--- src/rtl/reorder_buffer_pkg.sv ---
// -----------------------------------------------------------------------------
// reorder_buffer_pkg
//   Shared constants and the per-entry record for the reorder buffer.
//   ROB_ENTRY_NUM  : number of ROB entries (power of two).
//   INST_TAG_WIDTH : instruction tag width; TAG_INVALID (all-ones) is never a
//                    real entry because ROB_ENTRY_NUM < 2**INST_TAG_WIDTH.
//   COMMON_WIDTH   : result / operand width.
//   REG_IDX_WIDTH  : architectural register index width.
// -----------------------------------------------------------------------------
package reorder_buffer_pkg;

  localparam int ROB_ENTRY_NUM  = 8;
  localparam int INST_TAG_WIDTH = 4;
  localparam int COMMON_WIDTH   = 32;
  localparam int REG_IDX_WIDTH  = 5;

  localparam logic [INST_TAG_WIDTH-1:0] TAG_INVALID = '1;

  typedef struct packed {
    logic                     valid;  // entry allocated
    logic                     ready;  // result written back
    logic [REG_IDX_WIDTH-1:0] dest;   // architectural destination
    logic [COMMON_WIDTH-1:0]  val;    // result value
  } rob_entry_t;

endpackage

--- src/rtl/reorder_buffer_bcast_mux.sv ---
// -----------------------------------------------------------------------------
// rob_bcast_mux
//   Per-entry broadcast driver. With ROB_WB_BYPASS_EN defined, a writeback
//   hitting this entry in the current cycle is forwarded combinationally onto
//   the broadcast ready/value; otherwise the registered entry state is passed
//   straight through and the writeback inputs are unused.
// Ports:
//   entry_ready/entry_val : registered state of this entry
//   wb_hit                : current writeback targets this (valid) entry
//   wb_val                : current writeback value
//   bcast_ready/bcast_val : broadcast bus slice for this entry
// -----------------------------------------------------------------------------
module rob_bcast_mux #(
  parameter int DATA_W = 32
) (
  input  logic              entry_ready,
  input  logic [DATA_W-1:0] entry_val,
  input  logic              wb_hit,
  input  logic [DATA_W-1:0] wb_val,
  output logic              bcast_ready,
  output logic [DATA_W-1:0] bcast_val
);

`ifdef ROB_WB_BYPASS_EN
  assign bcast_ready = entry_ready | wb_hit;
  assign bcast_val   = wb_hit ? wb_val : entry_val;
`else
  logic unused_wb;
  assign unused_wb   = ^{wb_hit, wb_val};
  assign bcast_ready = entry_ready;
  assign bcast_val   = entry_val;
`endif

endmodule

--- src/rtl/reorder_buffer.sv ---
// -----------------------------------------------------------------------------
// reorder_buffer
//   Circular reorder buffer. Dispatch allocates tags at the tail, execution
//   units write results back by tag, and the head retires in program order,
//   one entry per cycle. Every entry is published on the broadcast bus for the
//   forwarder and reservation stations to snoop.
// Configuration:
//   ROB_WB_BYPASS_EN : forward same-cycle writeback onto bcast_ready/bcast_val.
// Ports:
//   clk, rst              : clock, asynchronous active-low reset
//   flush                 : discard every entry (priority over all else)
//   alloc_req/alloc_dest  : dispatch allocation request
//   alloc_tag, full       : combinational allocation status
//   wb_tag/wb_val         : writeback (wb_tag == TAG_INVALID means none)
//   bcast_*               : producer side of the ROB broadcast bus
//   commit_*              : registered in-order retirement
// -----------------------------------------------------------------------------
module reorder_buffer
  import reorder_buffer_pkg::*;
#(
  parameter int ENTRIES = ROB_ENTRY_NUM,
  parameter int TAG_W   = INST_TAG_WIDTH,
  parameter int DATA_W  = COMMON_WIDTH,
  parameter int REG_W   = REG_IDX_WIDTH
) (
  input  logic                  clk,
  input  logic                  rst,
  input  logic                  flush,
  input  logic                  alloc_req,
  input  logic [REG_W-1:0]      alloc_dest,
  output logic [TAG_W-1:0]      alloc_tag,
  output logic                  full,
  input  logic [TAG_W-1:0]      wb_tag,
  input  logic [DATA_W-1:0]     wb_val,
  output logic [ENTRIES-1:0]    bcast_valid,
  output logic [ENTRIES-1:0]    bcast_ready,
  output logic [ENTRIES*TAG_W-1:0]  bcast_tag,
  output logic [ENTRIES*DATA_W-1:0] bcast_val,
  output logic                  commit_valid,
  output logic [REG_W-1:0]      commit_dest,
  output logic [TAG_W-1:0]      commit_tag,
  output logic [DATA_W-1:0]     commit_val
);

  localparam int IDX_W = $clog2(ENTRIES);
  localparam logic [TAG_W-1:0] TAG_NONE    = '1;
  localparam logic [TAG_W-1:0] ENTRIES_TAG = TAG_W'(ENTRIES);
  localparam logic [IDX_W:0]   COUNT_FULL  = (IDX_W+1)'(ENTRIES);
  localparam logic [IDX_W:0]   COUNT_ONE   = (IDX_W+1)'(1);

  rob_entry_t        rob_q [ENTRIES];
  rob_entry_t        rob_d [ENTRIES];
  logic [IDX_W-1:0]  head_q, head_d, tail_q, tail_d;
  logic [IDX_W:0]    count_q, count_d;
  logic              commit_valid_q, commit_valid_d;
  logic [REG_W-1:0]  commit_dest_q, commit_dest_d;
  logic [TAG_W-1:0]  commit_tag_q, commit_tag_d;
  logic [DATA_W-1:0] commit_val_q, commit_val_d;

  logic              alloc_en, commit_en, wb_en;
  logic [IDX_W-1:0]  wb_idx;
  logic [ENTRIES-1:0] wb_hit;

  // Full and empty are told apart by count, never by head == tail.
  assign full      = (count_q == COUNT_FULL);
  assign alloc_tag = full ? TAG_NONE : TAG_W'(tail_q);
  assign alloc_en  = alloc_req && !full;
  assign commit_en = rob_q[head_q].valid && rob_q[head_q].ready;
  assign wb_idx    = wb_tag[IDX_W-1:0];
  assign wb_en     = (wb_tag != TAG_NONE) && (wb_tag < ENTRIES_TAG) && rob_q[wb_idx].valid;

  always_comb begin
    rob_d          = rob_q;
    head_d         = head_q;
    tail_d         = tail_q;
    count_d        = count_q;
    commit_valid_d = 1'b0;
    commit_dest_d  = commit_dest_q;
    commit_tag_d   = commit_tag_q;
    commit_val_d   = commit_val_q;

    if (flush) begin
      for (int i = 0; i < ENTRIES; i++) begin
        rob_d[i].valid = 1'b0;
        rob_d[i].ready = 1'b0;
      end
      head_d  = '0;
      tail_d  = '0;
      count_d = '0;
    end else begin
      if (wb_en) begin
        rob_d[wb_idx].ready = 1'b1;
        rob_d[wb_idx].val   = wb_val;
      end
      // Commit looks only at pre-edge state, so a writeback to the head this
      // cycle retires on the next edge; the clear below overrides it.
      if (commit_en) begin
        commit_valid_d        = 1'b1;
        commit_dest_d         = rob_q[head_q].dest;
        commit_tag_d          = TAG_W'(head_q);
        commit_val_d          = rob_q[head_q].val;
        rob_d[head_q].valid   = 1'b0;
        rob_d[head_q].ready   = 1'b0;
        head_d                = head_q + 1'b1;
      end
      // Tail can only equal head when empty (no commit) or full (no alloc).
      if (alloc_en) begin
        rob_d[tail_q].valid = 1'b1;
        rob_d[tail_q].ready = 1'b0;
        rob_d[tail_q].dest  = alloc_dest;
        tail_d              = tail_q + 1'b1;
      end
      case ({alloc_en, commit_en})
        2'b10:   count_d = count_q + COUNT_ONE;
        2'b01:   count_d = count_q - COUNT_ONE;
        default: count_d = count_q;
      endcase
    end
  end

  // NOTE: the entry array is reset because its values are visible on
  // bcast_val straight out of reset; a storage-only array would skip this.
  always_ff @(posedge clk or negedge rst) begin
    if (!rst) begin
      for (int i = 0; i < ENTRIES; i++) rob_q[i] <= '0;
      head_q         <= '0;
      tail_q         <= '0;
      count_q        <= '0;
      commit_valid_q <= 1'b0;
      commit_dest_q  <= '0;
      commit_tag_q   <= '0;
      commit_val_q   <= '0;
    end else begin
      rob_q          <= rob_d;
      head_q         <= head_d;
      tail_q         <= tail_d;
      count_q        <= count_d;
      commit_valid_q <= commit_valid_d;
      commit_dest_q  <= commit_dest_d;
      commit_tag_q   <= commit_tag_d;
      commit_val_q   <= commit_val_d;
    end
  end

  assign commit_valid = commit_valid_q;
  assign commit_dest  = commit_dest_q;
  assign commit_tag   = commit_tag_q;
  assign commit_val   = commit_val_q;

  for (genvar i = 0; i < ENTRIES; i++) begin : g_bcast
    assign wb_hit[i]                     = wb_en && (wb_idx == IDX_W'(i));
    assign bcast_valid[i]                = rob_q[i].valid;
    assign bcast_tag[i*TAG_W +: TAG_W]   = TAG_W'(i);

    rob_bcast_mux #(.DATA_W(DATA_W)) u_mux (
      .entry_ready (rob_q[i].ready),
      .entry_val   (rob_q[i].val),
      .wb_hit      (wb_hit[i]),
      .wb_val      (wb_val),
      .bcast_ready (bcast_ready[i]),
      .bcast_val   (bcast_val[i*DATA_W +: DATA_W])
    );
  end

endmodule

--- config.mk ---
export PLATFORM = sky130hd
export DESIGN_NAME = reorder_buffer
export DESIGN_NICKNAME = d
export VERILOG_FILES = /design/src/rtl/reorder_buffer_pkg.sv /design/src/rtl/reorder_buffer_bcast_mux.sv /design/src/rtl/reorder_buffer.sv
export SDC_FILE = /design/constraint.sdc
export NUM_CORES = 1
export LEC_CHECK = 0
export BUFFER_PORTS_ARGS = -buffer_cell sky130_fd_sc_hd__buf_2
export CORE_ASPECT_RATIO = 0.5
export CORE_MARGIN = 5
export CORE_UTILIZATION = 40
export CTS_CLUSTER_DIAMETER = 150
export DETAILED_ROUTE_END_ITERATION = 6
export GPL_TIMING_DRIVEN = 1
export SLEW_MARGIN = 40
export SYNTH_ARGS = -nofsm -noshare
export SYNTH_HDL_FRONTEND = slang
export SYNTH_SLANG_ARGS = --single-unit
--- constraint.sdc ---
create_clock -name clk -period 7.3 [get_ports clk]
set_input_delay 0.365 -clock clk [delete_from_list [all_inputs] [get_ports clk]]
set_output_delay 0.365 -clock clk [all_outputs]
set_load 0.01 [all_outputs]
==> impl_metrics.env <==
export IMPL_num_vias=11481
export IMPL_ys_ff_latch=363
export IMPL_numPortBuffers=362
export IMPL_worstPathCellList="buf_4 -> and4b_1 -> nor4_1 -> mux2_2 -> buf_4 -> nor2_1 -> ha_1 -> inv_1 -> nor2_1 -> nor3_1 -> mux2i_1 -> mux2_2"
export IMPL_cp_arrival_ps=4670
export IMPL_peakVddDrop_uv=158
export IMPL_die_h_um=163
export IMPL_end_kind="register"
export IMPL_power_switching_mw=1.11
export IMPL_worstMarginPinSlew_ps=740
export IMPL_antenna_found_initial=1
export IMPL_cts_tree="yes"
export IMPL_place_area_um2=19000
export IMPL_fp_dieArea_um2=51300
export IMPL_grt_max_degree=98
export IMPL_cts_buffers=37
export IMPL_cp_slowest_stage_delay_ps=710
export IMPL_rsz0062_at_grt="no"
export IMPL_gp_congestion=0.825
export IMPL_avgSynthCellArea_um2=12.9
export IMPL_final_nets=1562
export IMPL_ys_async_sr_fraction_pct=100
export IMPL_start_kind="register"
export IMPL_min_delay_path_class="primary input to register"
export IMPL_crit_required_ps=7710
export IMPL_grt_overflow=0
export IMPL_p_int_mw=3.38
export IMPL_finalPower_mw=4.49
export IMPL_ys_warn_count=0
export IMPL_grt_pass1_wl_um=79400
export IMPL_grt_pass1_vias=11803
export IMPL_post_cts_setup_buffers=0
export IMPL_synthDistinctLibCells=59
export IMPL_cts_root_buf="clkbuf_16"
export IMPL_drive_above_1_share_pct=46.6
export IMPL_cts_resized_gates=0
export IMPL_cp_max_fo=38
export IMPL_clk_latency_ps=530
export IMPL_rows=55
export IMPL_ios=396
export IMPL_synthCells=1451
export IMPL_synth_edf_count=0
export IMPL_ant_nets=0
export IMPL_worst_path_max_delay_cell="dfrtp_4"
export IMPL_critPathTopFamily="buffers and inverters"
export IMPL_final_cell_count_no_fill=2164
export IMPL_p_sw_share_pct=24.7
export IMPL_ys_flop_type="dfrtp_1"
export IMPL_dpl_hpwl_um=36100
export IMPL_first_pass_iters=5
export IMPL_hold_viol=0
export IMPL_powerDensity_nw_per_um2=223
export IMPL_cts_sinks=363
export IMPL_power_frac_comb_pct=9.6
export IMPL_criticalPathCategory="register to register"
export IMPL_die_x_um=315
export IMPL_skew_ps=20.4
export IMPL_drtIter0Drc=819
export IMPL_fmax_mhz=234
export IMPL_wire_per_inst_um=24.6
export IMPL_placedCellCount=2100
export IMPL_stdcell_area_um2=20100
export IMPL_drc=0
export IMPL_setup_violations=0
export IMPL_grt_usage_pct=20.1
export IMPL_relSlewSlack_pct=50.7
export IMPL_place_ws_ps=3000
export IMPL_power_share_clock_pct=41.5
export IMPL_synthesis_area_um2=18700
export IMPL_cp_num_buf_inv=3
export IMPL_period_minus_slack_ps=4260
export IMPL_power_frac_seq_pct=48.9
export IMPL_clk_pin_slew_ps=70
export IMPL_outcome="complete, no violations"
export IMPL_via_per_inst=5.31
export IMPL_fin_crit_sh_pct=58.4
export IMPL_clockBufferDepth=3
export IMPL_routed_wl_um=53200
export IMPL_htree_levels=2
export IMPL_area_delta_synth_final_pct=7.88
export IMPL_initial_utilization_pct=40.9
export IMPL_max_cap_violations=0
export IMPL_p_leak_nw=10.3
export IMPL_ys_seq_area_share_pct=48.7
export IMPL_worst_slack_ps=3040
export IMPL_core_area_um2=45600
export IMPL_tns_ps=0
export IMPL_slew_violations=0
## metal layers
metal  vias up  routed length [µm]  GRT usage (%)
li1       5026                   -              -
met1      6093               21700           25.7
met2       272               27300           34.8
met3        90                2390           3.41
met4         0                1820           7.02
met5         -                   0              0
## worst paths after layout
path	cells after the start	startpoint	to	slack, ps
max in group asynchronous	4	rst	rob_q[267]$_DFFE_PN0P_	5510
worst min-delay path	2	wb_val[31]	rob_q[226]$_DFFE_PN0P_	120
worst max register to register	12	head_q[0]$_DFFE_PN0P_	count_q[3]$_DFFE_PN0P_	3040
worst max-delay path	12	head_q[0]$_DFFE_PN0P_	count_q[3]$_DFFE_PN0P_	3040
min in group asynchronous	2	rst	rob_q[164]$_DFFE_PN0P_	420
worst min register to register	1	rob_q[307]$_DFFE_PN0P_	rob_q[307]$_DFFE_PN0P_	500
## cell families after synthesis
| family | after synthesis | share of synthesized area, % |
|---|---|---|
| adder cells (fa/ha/maj) | 4 | 0.268 |
| other | 2 | 0.0402 |
| flip-flops | 363 | 48.7 |
| AND/OR/NAND/NOR | 140 | 4.25 |
| XOR/XNOR | 6 | 0.355 |
| buffers and inverters | 405 | 14.9 |
| AO/OA/AOI/OAI | 242 | 9.76 |
| multiplexers | 289 | 21.8 |
## metrics by stage
step           hold slack [ps]  utilization (%)
2_1_floorplan             69.4                -
3_3_place_gp               420             41.3
5_1_grt                    114             44.1
3_5_place_dp               423             41.6
6_report                   116             44.1
4_1_cts                   88.3             44.1
## cells in the final DEF, fill, tap and decap left out, drive strengths merged, types with 4 or more instances in the layout
cell type,Yosys,final
nor3,13,13
nor2,29,29
mux2,174,174
nand2,26,26
ha,4,4
a31oi,4,4
a21oi,9,9
inv,8,11
a2111oi,4,4
a21o,5,5
nor2b,35,35
buf,349,387
dfrtp,363,363
clkinv,1,4
mux2i,39,39
conb,2,33
mux4,76,76
or2,4,4
nor4,6,6
a22o,128,128
nand3,7,7
nand2b,6,6
o21ai,82,82
clkbuf,47,55
## layout make-up
type	instances	area (µm²)
multi-input combinational	714	6990
timing repair buffer	388	2070
clock inverter	7	67.6
inverter	9	33.8
fill	4325	25500
tap	627	785
sequential	363	9090
clock buffer	55	1090
antenna	1	2.50
## what timing repair did
action,in CTS,in global routing
hold buffers,1,0
endpoints found under the hold margin,85,0
setup endpoints to repair,0,0
## cell usage after synthesis (all sizes together), types with 3 or more instances
master   number  area, µm²
dfrtp       363       9080
buf         349       2560
mux2        174       1970
a22o        128       1120
o21ai        82        414
mux4         76       1710
clkbuf       47        176
mux2i        39        390
nor2b        35        219
nor2         29        116
nand2        26       97.6
nor3         13       87.6
a21oi         9       45.0
inv           8       30.0
nand3         7       35.0
nand2b        6       37.5
nor4          6       43.8
a21o          5       45.0
a2111oi       4       85.1
a31oi         4       25.0
ha            4       50.1
or2           4       25.0
or3           3       18.8
xnor2         3       26.3
## registers in the layout, summed over array words and instances, names as in the netlist, 3 cells and up
signal       cells
bcast_valid      8
commit_dest      5
commit_tag       3
commit_val      32
count_q          4
head_q           3
rob_q          304
tail_q           3
## power by group through the flow
| stage | registers, mW | logic [mW] | clock network (mW) |
|---|---|---|---|
| 2_1_floorplan | 2.21 | 0.331 | 0 |
| 6_report | 2.20 | 0.430 | 1.87 |
| 3_5_place_dp | 2.23 | 0.438 | 0 |
| 3_3_place_gp | 2.23 | 0.429 | 0 |
| 4_1_cts | 2.20 | 0.439 | 1.91 |
| 5_1_grt | 2.21 | 0.473 | 1.99 |
Note: power is estimated with default switching activity, not from simulation.
